File: src/rtl/usrp_tag_prmb_gen_pkg.sv
// Shared types, defaults and counter-width helpers for the tag-chip preamble
// generator and the MTX controller that sequences it.
package usrp_tag_prmb_gen_pkg;

  typedef enum logic [0:0] {
    ST_IDLE = 1'b0,
    ST_RUN  = 1'b1
  } prmb_state_e;

  localparam int unsigned     DEF_DATA_WIDTH = 32'd16;
  localparam int unsigned     DEF_AMPL       = 32'd16384;
  localparam int unsigned     DEF_LFSR_WIDTH = 32'd11;
  localparam logic [10:0]     DEF_LFSR_TAPS  = 11'h005;
  localparam logic [10:0]     DEF_LFSR_SEED  = 11'h001;
  localparam int unsigned     DEF_NPRMB_BITS = 32'd2046;
  localparam int unsigned     DEF_PRMB_OS    = 32'd256;

  // Width of a counter that must be able to hold 0..max_count inclusive.
  function automatic int unsigned cnt_width(input int unsigned max_count);
    return (max_count < 32'd1) ? 32'd1 : $clog2(max_count + 32'd1);
  endfunction

  localparam int unsigned PRMB_BIT_IDX_W = cnt_width(DEF_NPRMB_BITS);
  localparam int unsigned PRMB_OS_IDX_W  = cnt_width(DEF_PRMB_OS);

endpackage

File: src/rtl/usrp_tag_prmb_gen_lfsr.sv
// Right-shift Fibonacci LFSR, kept free of framing logic so the receive-side
// correlator reference can reuse it unchanged.
module usrp_tag_lfsr
  import usrp_tag_prmb_gen_pkg::*;
#(
  parameter int unsigned       WIDTH     = DEF_LFSR_WIDTH,
  parameter logic [WIDTH-1:0]  TAPS      = DEF_LFSR_TAPS,
  parameter logic [WIDTH-1:0]  RESET_VAL = DEF_LFSR_SEED
) (
  input  logic             clk,
  input  logic             reset,
  input  logic             load,
  input  logic [WIDTH-1:0] seed,
  input  logic             step,
  output logic [WIDTH-1:0] state
);

  logic [WIDTH-1:0] state_q;
  logic [WIDTH-1:0] state_d;

  // Next state: load wins over step; feedback enters at the MSB.
  always_comb begin
    state_d = state_q;
    if (load) begin
      state_d = seed;
    end else if (step) begin
      state_d = {^(state_q & TAPS), state_q[WIDTH-1:1]};
    end else begin
      state_d = state_q;
    end
  end

  // State register.
  always_ff @(posedge clk or posedge reset) begin
    if (reset) begin
      state_q <= RESET_VAL;
    end else begin
      state_q <= state_d;
    end
  end

  assign state = state_q;

endmodule

File: src/rtl/usrp_tag_prmb_gen.sv
// BPSK location-sync preamble generator: LFSR bits oversampled into +/-AMPL
// I/Q samples on a valid/ready stream, framed by busy and a done pulse.
module usrp_tag_prmb_gen
  import usrp_tag_prmb_gen_pkg::*;
#(
  parameter int unsigned            DATA_WIDTH = DEF_DATA_WIDTH,
  parameter int unsigned            NPRMB_BITS = DEF_NPRMB_BITS,
  parameter int unsigned            PRMB_OS    = DEF_PRMB_OS,
  parameter int unsigned            LFSR_WIDTH = DEF_LFSR_WIDTH,
  parameter logic [LFSR_WIDTH-1:0]  LFSR_TAPS  = DEF_LFSR_TAPS,
  parameter logic [LFSR_WIDTH-1:0]  LFSR_SEED  = DEF_LFSR_SEED,
  parameter int unsigned            AMPL       = DEF_AMPL
) (
  input  logic                                clk,
  input  logic                                reset,
  input  logic                                start,
  input  logic                                abort,
  output logic [2*DATA_WIDTH-1:0]             o_tdata,
  output logic                                o_tvalid,
  input  logic                                o_tready,
  output logic                                bit_out,
  output logic                                busy,
  output logic                                done,
  output logic [cnt_width(NPRMB_BITS)-1:0]    bit_idx,
  output logic [cnt_width(PRMB_OS)-1:0]       os_idx
);

  localparam int unsigned BW = cnt_width(NPRMB_BITS);
  localparam int unsigned OW = cnt_width(PRMB_OS);

  // An all-zero seed would lock the LFSR, so it is promoted to 1.
  localparam logic [LFSR_WIDTH-1:0] SEED_EFF =
    (LFSR_SEED == {LFSR_WIDTH{1'b0}}) ? LFSR_WIDTH'(32'd1) : LFSR_SEED;
  localparam logic [BW-1:0]         BIT_LAST = BW'(NPRMB_BITS - 32'd1);
  localparam logic [OW-1:0]         OS_LAST  = OW'(PRMB_OS - 32'd1);
  localparam logic [BW-1:0]         BIT_ONE  = BW'(32'd1);
  localparam logic [OW-1:0]         OS_ONE   = OW'(32'd1);
  localparam logic [DATA_WIDTH-1:0] AMPL_POS = DATA_WIDTH'(AMPL);
  localparam logic [DATA_WIDTH-1:0] AMPL_NEG = (~AMPL_POS) + DATA_WIDTH'(32'd1);

  prmb_state_e           state_q, state_d;
  logic [BW-1:0]         bit_idx_q, bit_idx_d;
  logic [OW-1:0]         os_idx_q, os_idx_d;
  logic                  done_q, done_d;
  logic                  lfsr_load_s, lfsr_step_s, lfsr_stuck_s, run_s;
  logic [LFSR_WIDTH-1:0] lfsr_state_s;

  usrp_tag_lfsr #(
    .WIDTH     (LFSR_WIDTH),
    .TAPS      (LFSR_TAPS),
    .RESET_VAL (SEED_EFF)
  ) u_lfsr (
    .clk   (clk),
    .reset (reset),
    .load  (lfsr_load_s),
    .seed  (SEED_EFF),
    .step  (lfsr_step_s),
    .state (lfsr_state_s)
  );

  assign run_s        = (state_q == ST_RUN);
  assign lfsr_stuck_s = (lfsr_state_s == {LFSR_WIDTH{1'b0}});

  // Sequencing: abort dominates; counters and LFSR only advance on a transfer.
  always_comb begin
    state_d     = state_q;
    bit_idx_d   = bit_idx_q;
    os_idx_d    = os_idx_q;
    done_d      = 1'b0;
    lfsr_load_s = lfsr_stuck_s;
    lfsr_step_s = 1'b0;
    if (abort) begin
      state_d     = ST_IDLE;
      bit_idx_d   = {BW{1'b0}};
      os_idx_d    = {OW{1'b0}};
      lfsr_load_s = 1'b1;
    end else begin
      case (state_q)
        ST_IDLE: begin
          if (start) begin
            state_d     = ST_RUN;
            bit_idx_d   = {BW{1'b0}};
            os_idx_d    = {OW{1'b0}};
            lfsr_load_s = 1'b1;
          end else begin
            state_d = ST_IDLE;
          end
        end
        ST_RUN: begin
          if (o_tready && (os_idx_q == OS_LAST)) begin
            os_idx_d    = {OW{1'b0}};
            lfsr_step_s = 1'b1;
            if (bit_idx_q == BIT_LAST) begin
              state_d   = ST_IDLE;
              bit_idx_d = {BW{1'b0}};
              done_d    = 1'b1;
            end else begin
              bit_idx_d = bit_idx_q + BIT_ONE;
            end
          end else if (o_tready) begin
            os_idx_d = os_idx_q + OS_ONE;
          end else begin
            os_idx_d = os_idx_q;
          end
        end
        default: begin
          state_d     = ST_IDLE;
          bit_idx_d   = {BW{1'b0}};
          os_idx_d    = {OW{1'b0}};
          lfsr_load_s = 1'b1;
        end
      endcase
    end
  end

  // Control registers.
  always_ff @(posedge clk or posedge reset) begin
    if (reset) begin
      state_q   <= ST_IDLE;
      bit_idx_q <= {BW{1'b0}};
      os_idx_q  <= {OW{1'b0}};
      done_q    <= 1'b0;
    end else begin
      state_q   <= state_d;
      bit_idx_q <= bit_idx_d;
      os_idx_q  <= os_idx_d;
      done_q    <= done_d;
    end
  end

  // Sample mapping straight from registered state, so no added latency.
  always_comb begin
    o_tdata = {(2*DATA_WIDTH){1'b0}};
    if (run_s && lfsr_state_s[0]) begin
      o_tdata = {AMPL_POS, AMPL_POS};
    end else if (run_s) begin
      o_tdata = {AMPL_NEG, AMPL_NEG};
    end else begin
      o_tdata = {(2*DATA_WIDTH){1'b0}};
    end
  end

  assign o_tvalid = run_s;
  assign busy     = run_s;
  assign bit_out  = run_s & lfsr_state_s[0];
  assign done     = done_q;
  assign bit_idx  = bit_idx_q;
  assign os_idx   = os_idx_q;

endmodule

File: config.mk
export PLATFORM = sky130hd
export DESIGN_NAME = usrp_tag_prmb_gen
export DESIGN_NICKNAME = d
export VERILOG_FILES = /design/src/rtl/usrp_tag_prmb_gen_pkg.sv /design/src/rtl/usrp_tag_prmb_gen_lfsr.sv /design/src/rtl/usrp_tag_prmb_gen.sv
export SDC_FILE = /design/constraint.sdc
export NUM_CORES = 1
export LEC_CHECK = 0
export CORE_MARGIN = 1
export CORE_UTILIZATION = 47
export DETAILED_ROUTE_END_ITERATION = 12
export PLACE_DENSITY = 0.77
export SLEW_MARGIN = 20
export SYNTH_ARGS = -nofsm -noshare
export SYNTH_HDL_FRONTEND = slang
export SYNTH_SLANG_ARGS = --single-unit
File: constraint.sdc
create_clock -name clk -period 2.65 [get_ports clk]
set_clock_uncertainty 0.2 [all_clocks]
set_input_delay 0.265 -clock clk [delete_from_list [all_inputs] [get_ports clk]]
set_output_delay 0.265 -clock clk [all_outputs]
set_load 0.005 [all_outputs]
==> out/results.ini <==
[status]
outcome=completed

[clocking]
ctsHoldBuffers=0
h-tree-depth=2
cts_tree=built
clk-insertion-delay-late_ps=290
cts_sinks=33
cts_buffers=5
clk_path_buf_depth=2
post-cts-setup-buffers=0
path_clk_slew_ps=70
cts.repair.resized=0
cts_root_buf=clkbuf_8

[final_layout]
fin_nets=267
syn_to_final_growth_pct=19.6
diodes=0
regArea_um2=827
multi_input_comb_area_um2=980
fillerInstances=365
final_layout_size_suffix_gt1_share_pct=9.23

[detailed_routing]
via_per_inst=5.37
post-route-drc-count=0
drtPass1Iterations=4
wirelength_um=4070
vias=1664
drtIter0Drc=92
wl_per_cell_um=13.1
ant_nets=0

[power]
swShare_pct=26.3
pwr-share-clk_pct=36.7
p_sw_w=0.000264
vdd_ir_drop_max_v=0.000250
seqPwrFrac_pct=51.2
powerDensity_nw_per_um2=424
fin_total_pwr_w=0.00101
leakage_nw=1.00
p_comb_share_pct=12.1
power.internal_w=0.000741

[die]
core_area_um2=4030
core.rowCount=23
die_area_um2=4480
die_h_um=66.9
start_util_pct=49.2
fp.dieW_um=66.9
top_level_ports=61

[grt]
grt_pass1_wl_um=6890
antenna_found_initial=0
grt_usage_pct=21.3
grt_remaining_overflow=0
grt_max_degree=34
first_global_vias=1476

[sta]
hold_violations=0
finalSetupViolations=0
period_needed_ps=2380
worst_slew_pin_slew_ps=725
maxSlewViolCount=0
holdWs_ps=155
fin_crit_sh_pct=89.9
relSlewSlack_pct=51.3
rsz0062_at_grt=false
fin_tns_setup_ps=0
max_freq_mhz=420

[synthesis]
synth-seq-cells=33
ys_seq_area_share_pct=41.7
synthAdderAreaFrac_pct=1.89
synth_xor_area_share_pct=1.33
synth_cell_types=40
async_flop_share_pct=100
yosysTopAreaCell=dfrtp_1
synthesis.area_um2=1980
avgSynthCellArea_um2=9.01
synth-simple-area-share_pct=22.9
synth_top_family_by_area=simple AND/OR/NAND/NOR gates
yosys-top-cells-area=dfrtp_1 40%, buf_4 12%, nand2_1 5.1%
yosysTopAreaCellShare_pct=40.4
ys_warn_count=0
muxShareOfSynthArea_pct=0
synth_edf_count=0
syn_inst=220
ys.flop_type=dfrtp_1
synth_compound_area_share_pct=17.7

[hold_path]
hp-class=in2async

[worst_setup_path]
endpoint_kind=flip-flop
startpoint_type=flip-flop
worstSetupPathType=reg2reg
critPathMaxFanout=6
critPathRequiredTime_ps=2640
worst_ep_arrival_time_ps=2370

[flow_run]
maxCapViolCount=0

[place]
port_buffers=32
gp_congestion=0.884
place_hpwl_um=2900

[cells in the mapped netlist (all sizes together), types with 6 or more instances]
cell and count:
dfrtp 32, nor2 8, buf 33, o211ai 9
nand2 27, a22o 8, nor2b 6, o21ai 16
nor4 7, inv 6, nor3 9, nand3 8
[logic make-up (layout without fill, tap and decap cells)]
family,after synthesis,count (layout)
fa+ha+maj,3,3
xor+xnor,3,3
simple gates,86,86
buf+inv,43,56
other cells,1,28
flops,33,33
compound gates,51,51
[flip-flops by register name, summed over array words and instances, names as in the netlist]
register	flops
u_lfsr.state	11
os_idx	9
bit_idx	11
busy	1
done	1
[layer usage]
metal | GRT usage (%) | wire length, um
met5 | 0 | 0
met4 | 9.84 | 91
met3 | 6.85 | 196
met2 | 33.6 | 2000
met1 | 26.1 | 1790
[critical path, stage by stage, from the launching register on]
cell and delay (ps):
dfrtp_1 410, ha_1 190, nand3_1 180, o31ai_1 680, buf_4 270, o211ai_1 100
a22o_1 260
[power by group through the flow]
| stage | Sequential (W) | Combinational, W | Clock, W |
|---|---|---|---|
| 5_1_grt | 0.000516 | 0.000138 | 0.000401 |
| 4_1_cts | 0.000516 | 0.000122 | 0.000379 |
| 2_1_floorplan | 0.000525 | 0.000101 | 0 |
| 3_3_place_gp | 0.000525 | 0.000119 | 0 |
| 6_report | 0.000515 | 0.000121 | 0.000369 |
| 3_5_place_dp | 0.000525 | 0.000122 | 0 |
[placed cells by master (no fill, tap or decap), types with 2 or more instances in the layout]
cell type / count
a21oi_1: 5
nor3_1: 7
inv_1: 6
o211ai_1: 9
and3_1: 3
and2_1: 2
a22o_1: 8
nor2b_1: 6
or3_1: 3
or4_1: 3
o21ai_0: 14
buf_4: 10
o21ai_1: 2
xor2_1: 2
nor2_1: 8
ha_1: 3
nand3_1: 7
dfrtp_1: 32
clkdlybuf4s50_1: 32
clkinv_2: 2
nand2_1: 27
and2b_1: 2
o31ai_1: 5
clkbuf_8: 5
nor3_2: 2
nor4_1: 6
nand2b_1: 4
conb_1: 28
nand4_1: 3
[final timing paths]
kind	startpoint	endpoint	slack, ps	cells past startpoint
min in group clk	u_lfsr.state[5]	u_lfsr.state[4]	310	2
min reg2reg	u_lfsr.state[5]	u_lfsr.state[4]	310	2
max in group asynchronous	reset	u_lfsr.state[0]	1770	3
max reg2reg	os_idx[0]	bit_idx[10]	270	6
max	os_idx[0]	bit_idx[10]	270	6
min	reset	u_lfsr.state[4]	160	3
[layout make-up]
cell class	instances	share of cell area [%]
well taps	50	2.64
clock buffers	6	3.06
flip-flops and latches	33	34.9
multi-input cells	171	41.3
repair buffers	42	16.7
inverters	6	0.950
clock inverters	2	0.422
[through the flow]
step / instances / cell area [um2] / worst slack [ps] / utilization (%)
2_1_floorplan: 247 / 2080 / 694 / -
3_3_place_gp: 302 / 2290 / 253 / 56.8
3_5_place_dp: 302 / 2290 / 185 / 56.8
4_1_cts: 310 / 2370 / 246 / 58.8
5_1_grt: 310 / 2370 / 93.5 / 58.8
6_report: 310 / 2370 / 268 / 58.8
(Power assumes the default switching activity.)
